**config.mk**
```make
export PLATFORM = sky130hd
export DESIGN_NAME = mod_sqrt_unit
export DESIGN_NICKNAME = d
export VERILOG_FILES = /design/src/rtl/mod_sqrt_unit.sv
export SDC_FILE = /design/constraint.sdc
export NUM_CORES = 1
export LEC_CHECK = 0
export CAP_MARGIN = 20
export CELL_PAD_IN_SITES_DETAIL_PLACEMENT = 1
export CELL_PAD_IN_SITES_GLOBAL_PLACEMENT = 2
export CORE_ASPECT_RATIO = 1.75
export CORE_MARGIN = 4
export CORE_UTILIZATION = 36
export CTS_BUF_LIST = sky130_fd_sc_hd__clkbuf_4 sky130_fd_sc_hd__clkbuf_8 sky130_fd_sc_hd__clkbuf_16
export DETAILED_ROUTE_END_ITERATION = 8
export PLACE_DENSITY = 0.91
export SYNTH_ARGS = -nofsm -noshare
export SYNTH_HDL_FRONTEND = slang
export SYNTH_SLANG_ARGS = --single-unit
```
**constraint.sdc**
```tcl
create_clock -name clk -period 5.5 [get_ports clk]
set_clock_uncertainty 0.1 [all_clocks]
set_input_delay 1.1 -clock clk [delete_from_list [all_inputs] [get_ports clk]]
set_output_delay 1.1 -clock clk [all_outputs]
set_load 0.01 [all_outputs]
```
**src/rtl/mod_sqrt_unit.sv**
```systemverilog
// Integer square root of an unsigned squared magnitude: q = floor(sqrt(r)), rem = r - q*q.
// Digit-by-digit root, one result bit per clock, with valid/ready on both sides.
`timescale 1ns/1ps
module mod_sqrt_unit #(
  parameter int IN_WIDTH  = 31,
  parameter int OUT_WIDTH = (IN_WIDTH + 1) / 2
) (
  input  logic                 clk,
  input  logic                 rst_n,
  input  logic                 in_valid,
  output logic                 in_ready,
  input  logic [IN_WIDTH-1:0]  r_in,
  output logic                 out_valid,
  input  logic                 out_ready,
  output logic [OUT_WIDTH-1:0] q_out,
  output logic [OUT_WIDTH:0]   rem_out
);
  // state | meaning
  // IDLE  | waiting for an operand, in_ready=1
  // CALC  | iterating, one root bit per cycle
  // DONE  | result held on q_out/rem_out until out_ready

  localparam int RW = 2 * OUT_WIDTH;
  localparam int MW = OUT_WIDTH + 2;
  localparam int CW = $clog2(OUT_WIDTH + 1);

  typedef enum logic [1:0] {IDLE, CALC, DONE} state_t;

  state_t               state, state_next;
  logic [RW-1:0]        rad, rad_next;
  logic [OUT_WIDTH-1:0] root, root_next;
  logic [MW-1:0]        rem, rem_next, rem_shift, trial;
  logic [CW-1:0]        iter;
  logic                 take;

  always_ff @(posedge clk) begin
    if (!rst_n) state <= IDLE;
    else        state <= state_next;
  end

  always_comb begin
    state_next = state;
    case (state)
      IDLE:    if (in_valid) state_next = CALC;
      CALC:    if (iter == '0) state_next = DONE;
      DONE:    if (out_ready) state_next = IDLE;
      default: state_next = IDLE;
    endcase
  end

  always_comb begin
    in_ready  = (state == IDLE);
    out_valid = (state == DONE);
  end

  // The remainder never exceeds 2*root, so shifting it by two cannot lose bits.
  always_comb begin
    rem_shift = (rem << 2) | MW'(rad[RW-1:RW-2]);
    trial     = {root, 2'b01};
    take      = (rem_shift >= trial);
    rem_next  = take ? (rem_shift - trial) : rem_shift;
    root_next = {root[OUT_WIDTH-2:0], take};
    rad_next  = {rad[RW-3:0], 2'b00};
  end

  always_ff @(posedge clk) begin
    if (!rst_n) begin
      rad     <= '0;
      root    <= '0;
      rem     <= '0;
      iter    <= '0;
      q_out   <= '0;
      rem_out <= '0;
    end else begin
      case (state)
        IDLE: begin
          if (in_valid) begin
            rad  <= RW'(r_in);
            root <= '0;
            rem  <= '0;
            iter <= CW'(OUT_WIDTH - 1);
          end
        end
        CALC: begin
          rad  <= rad_next;
          root <= root_next;
          rem  <= rem_next;
          iter <= iter - CW'(1);
          if (iter == '0) begin
            q_out   <= root_next;
            rem_out <= rem_next[OUT_WIDTH:0];
          end
        end
        default: ;
      endcase
    end
  end
endmodule

```
======== Word level (Yosys, flattened, before mapping) ========
Cells that the tools add are included.
Widths: inputs -> output; s select.
word-level totals
  word-level logic and storage cells ...... 35
  output and inout port bits .............. 35
  flip-flop bits (word level) ............. 104
  bits in latches ......................... 0
  bits in writable memories ............... 0
  memories ................................ 0
  ROM bits ................................ 0
  bits of input ports ..................... 35
operators by class
  shift operators ......................... 0
  magnitude comparators ................... 1
  mux-type cells .......................... 13
  divide/modulo/power cells ............... 0
  bitwise gates (word level) .............. 1
  $mul .................................... 0
  add/sub/neg operators ................... 2
  reductions and logical operators ........ 6
  equal/unequal tests ..................... 5
operators with widths
  operator             count
  $pmux 16 s2          2
  $pmux 32 s2          1
  $mux 16              2
  $mux 32              1
  $ge 18x18->1         1
  $or 18x2->18         1
  $mux 17              1
  $sub 17x17->17       1
  $pmux 5 s2           1
  $mux 2               3
  $pmux 2 s3           1
  $logic_not 5->1      1
  $mux 5               1
  $sub 5x1->5 const B  1
  $ne 2x2->1 const B   2
  $reduce_and 2->1     2
  $reduce_and 3->1     1
  $eq 2x1->1 const B   1
  $eq 2x2->1 const B   1
  $logic_not 2->1      1
  $ne 2x1->1 const B   1
  $reduce_bool 2->1    1

======== Depth between registers and ports, before layout ========
  depth in word-level cells ............... 4
  gate-level depth with buffers ........... 11
  gate-level depth less buffers ........... 8

======== Worst setup path before layout ========
No wires, ideal clock.
  path type ............................... register -> register
  from .................................... register root[0]
  to ...................................... register rem[2]
  cell stages (with the launch flop) ...... 10
  data required time ...................... 5.283 ns
  buffers on the path ..................... 1
  setup slack ............................. 3.157 ns
  data arrival time ....................... 2.126 ns
  cells stage by stage .................... dfxtp_1 -> inv_1 -> ha_1 -> nor2b_1 -> o31ai_1 -> a211oi_2 -> o21a_1 -> buf_6 -> or3_1 -> a32o_1
between the ends
  word-level cells in the longest chain between the ends .. 3
  elaborated cells on any way between the ends .. 4
  classes of those cells .................. 1 x add/sub; 1 x order compare; 2 x mux
RTL lines
  what                                            RTL line  RTL
  from (decl)                                     31        logic [OUT_WIDTH-1:0] root, root_next;
  from (signal assigned)                          86        root <= root_next;
  $sub 17x17->17 or $ge 18x18->1 (tied branches)  61, 60
  $mux 17 (*)                                     61        rem_next = take ? (rem_shift - trial) : rem_shift;
  $pmux 16 s2 (*)                                 75        case (state)
  to (signal assigned)                            87        rem <= rem_next;
  to (decl)                                       32        logic [MW-1:0] rem, rem_next, rem_shift, trial;
Every way passes the cells marked *; elsewhere a longest branch is shown, timed or not.
A chain may end at the register's enable or synchronous reset.

======== Worst setup path in the final report ========
  from .................................... register state[1]
  to ...................................... output port in_ready
between the ends
  word-level cells in the longest chain between the ends .. 1
RTL lines
  what                    RTL line  RTL
  from (decl)             29        state_t state, state_next;
  from (signal assigned)  38        else state <= state_next;
  $logic_not 2->1         52        in_ready = (state == IDLE);
  to (decl)               11        output logic in_ready,
No other way between the ends.

==> metrics.md <==
| Metric | Value |
|---|---|
| Post-CTS Resized | `0` |
| Hold EP | `q_out[5]$_SDFFE_PN0P_` |
| Vias per inst | `about 5.8` |
| Residual DRC | `0` |
| Seq/Total Area, Yosys | `36.65%` |
| Hold path depth | `2` |
| Buffers on Ports | `69` |
| Yosys synthesis warning count | `0` |
| Worst-path fanout max | `22` |
| Gr ovfl total | `0` |
| Starting Density | `a little under two fifths` |
| Leakage power total | `~2.5 nW` |
| Num CTS Buffers | `9` |
| Min Tclk post-route | `between 3000 and 4000 ps` |
| Max-slew violations | `0` |
| Routed WL | `17670 um` |
| Fill count | `approximately 1900` |
| Crit Reg-Reg Startpoint | `root[5]$_SDFFE_PN0P_` |
| Core ar. | `between 15000 and 20000 um2` |
| MaxCap Viol Count | `0` |
| CP endpoint kind | `output port` |
| Layout cells sized above 1 | `10.48%` |
| Footprint of the multi-input gates | `approximately 3200 um2` |
| Synth-to-layout area growth | `17.91%` |
| DP HPWL | `~13000 um` |
| Unrepaired setup endpoints after global routing | `false` |
| Hold Path Class | `reg2reg` |
| Top FF cell, synth | `dfxtp_1` |
| Mapped cell area | `approximately 5700 um2` |
| Setup violators final | `0` |
| Root buffer cell | `clkbuf_16` |
| Worst Hold Launch | `q_out[5]$_SDFFE_PN0P_` |
| Worst R2R End | `rem[15]$_SDFFE_PN0P_` |
| DR WL/cell | `about 19 um` |
| ANT cells | `0` |
| Synthesis-stage register bit count | `~100` |
| Setup CP Type | `reg2out` |
| Rel. slew slack | `a little under a third` |
| Setup slack after layout | `between 2000 and 2500 ps` |
| Ranking of synthesized cells by area | `dfxtp_1 37%, a21oi_1 6.4%, o221a_2 5.7%` |
| Largest net degree at the start of global routing | `a little under 60` |
| First DRT Iteration DRCs | `approximately 220` |
| Maximum buffer depth of the clock tree | `2` |
| WP data arrival | `approximately 2200 ps` |
| Final core utilization | `a little over two fifths` |
| Avg Cell Area, Syn | `8.127 um2` |
| Final Hold Viols | `0` |
| Post-CTS Hold Buffers | `0` |
| Crit path launch type | `flop` |
| Total clock sinks | `roughly 100` |
| Total track usage | `between 10% and 20%` |
| Antenna Nets Post-Route | `0` |
| NumNets Final | `785` |
| F_max | `~0.3 GHz` |
| Die Area | `about 18000 um2` |
| Status | `complete, no violations` |
| Final setup TNS | `0 ps` |
| Synth top area share | `between 30% and 40%` |
| R2R Setup Slk | `2350 ps` |
| Worst-path clk slew | `approximately 70 ps` |
| Post-synth top area cell | `dfxtp_1` |
| Reg2reg path depth | `8` |
| Post-CTS setup buffers | `0` |
| Synth cell types | `64` |
| Reg area | `approximately 2100 um2` |
| H-Tree Level Count | `3` |
| Routability Congestion | `~0.9` |
| Die Span X | `roughly 100 um` |
| Worst Setup SP | `state[1]$_SDFFE_PN0P_` |
| Row cnt | `60` |
| DR vias | `roughly 5400` |
| Number of flops mapped to enable cells by yosys | `0` |
| Fin crit share | `60.86%` |
| TritonCTS clock tree | `built` |
| Drt pass-1 iters | `4` |
| First-pass GRT wire length | `between 20000 and 30000 um` |
| Worst-Margin Slew | `between 1000 and 1500 ps` |
| Final hold slack | `approximately 360 ps` |
| Pwr dens | `about 450 nW/um2` |
| # IOs | `70` |
| Pre-CTS WS | `2080 ps` |
| Asr flop ratio synth | `0%` |
| Worst path required time | `4300 ps` |
| Height of the die | `about 170 um` |
| Initial antenna violation count | `0` |
| Cells after Synth | `roughly 700` |
| Vias in the first global route | `approximately 5600` |
| Syn_nets | `~750` |
| VDD IR max | `0.1923 mV` |
| Clock latency at the later pin of the worst-skew pair | `~350 ps` |
## report_power, final
part	switching, mW	leakage, nW	internal (mW)
logic	0.968	1.46	0.538
registers	0.0662	0.850	0.828
clock network	0.318	0.146	0.325
total	1.35	2.46	1.69
## per-layer routing
layer / vias to the layer above / track usage (%) / share of wire [%]
li1: 2604 / - / -
met3: 49 / 2.651 / 3.0
met1: 2602 / 22.74 / 41
met5: - / 0 / 0
met4: 0 / 8.050 / 3.7
met2: 105 / 35.48 / 53
## stage by stage
stage | instances | instance area (um2) | total power [mW]
floorplan | 699 | 5680 | 2.038
global placement | 904 | 6395 | 2.356
detailed placement | 904 | 6395 | 2.398
CTS | 920 | 6690 | 3.043
global route | 921 | 6698 | 3.231
finish | 921 | 6698 | 3.044
## registers in the layout, summed over array words and instances, names as in the netlist
register,count
root,16
q_out,16
state,2
rem,16
rad,32
rem_out,17
iter,5
## placed cells by master, fill, tap and decap left out, drive strengths merged, types with 10 or more instances in the layout
cell,instances
a211oi,14
a21oi,74
a22oi,17
buf,11
clkbuf,10
clkdlybuf4s50,68
dfxtp,104
ha,20
inv,32
nand2,62
nand3,21
nor2,69
nor2b,32
nor3,12
o211ai,15
o21ai,42
o221a,29
o31ai,12
## Yosys cell counts (all sizes together), types with 12 or more instances
library cell  count
ha               20
o21ai            42
a22oi            17
nand2            62
o211ai           15
a21oi            74
nand3            21
nor3             12
clkbuf           44
nor2             69
inv              29
o221a            29
dfxtp           104
nor2b            32
a211oi           14
buf              15
o31ai            12
## final cells by class
cell class,instances,share of cell area (%)
Clock buffer,10,3.475
Multi-Input combinational cell,507,48.03
Clock inverter,6,0.9341
Timing Repair Buffer,79,11.36
Sequential cell,104,31.10
Inverter,29,1.625
Tap cell,186,3.475
## cell families (layout without fill, tap and decap cells)
family / after synthesis / in the layout / synth area share [%]
compound gates: 245 / 245 / 30.68
simple gates: 235 / 235 / 20.31
flops: 104 / 104 / 36.65
buf+inv: 88 / 124 / 6.806
fa+ha+maj: 20 / 20 / 4.405
xor+xnor: 5 / 5 / 0.7709
mux: 2 / 2 / 0.3744
## how the worst max path moves through the flow
stage	cells past startpoint	to
2_1_floorplan	9	rem[2]$_SDFFE_PN0P_
5_1_grt	3	in_ready
6_report	3	in_ready
3_3_place_gp	7	rem[9]$_SDFFE_PN0P_
4_1_cts	3	in_ready
3_5_place_dp	7	rem[15]$_SDFFE_PN0P_
## critical path, stage by stage (launching register included)
cell and delay (ps):
dfxtp_1 790, buf_4 380, nor2_1 120, clkdlybuf4s50_1 510
(Power assumes the default switching activity.)
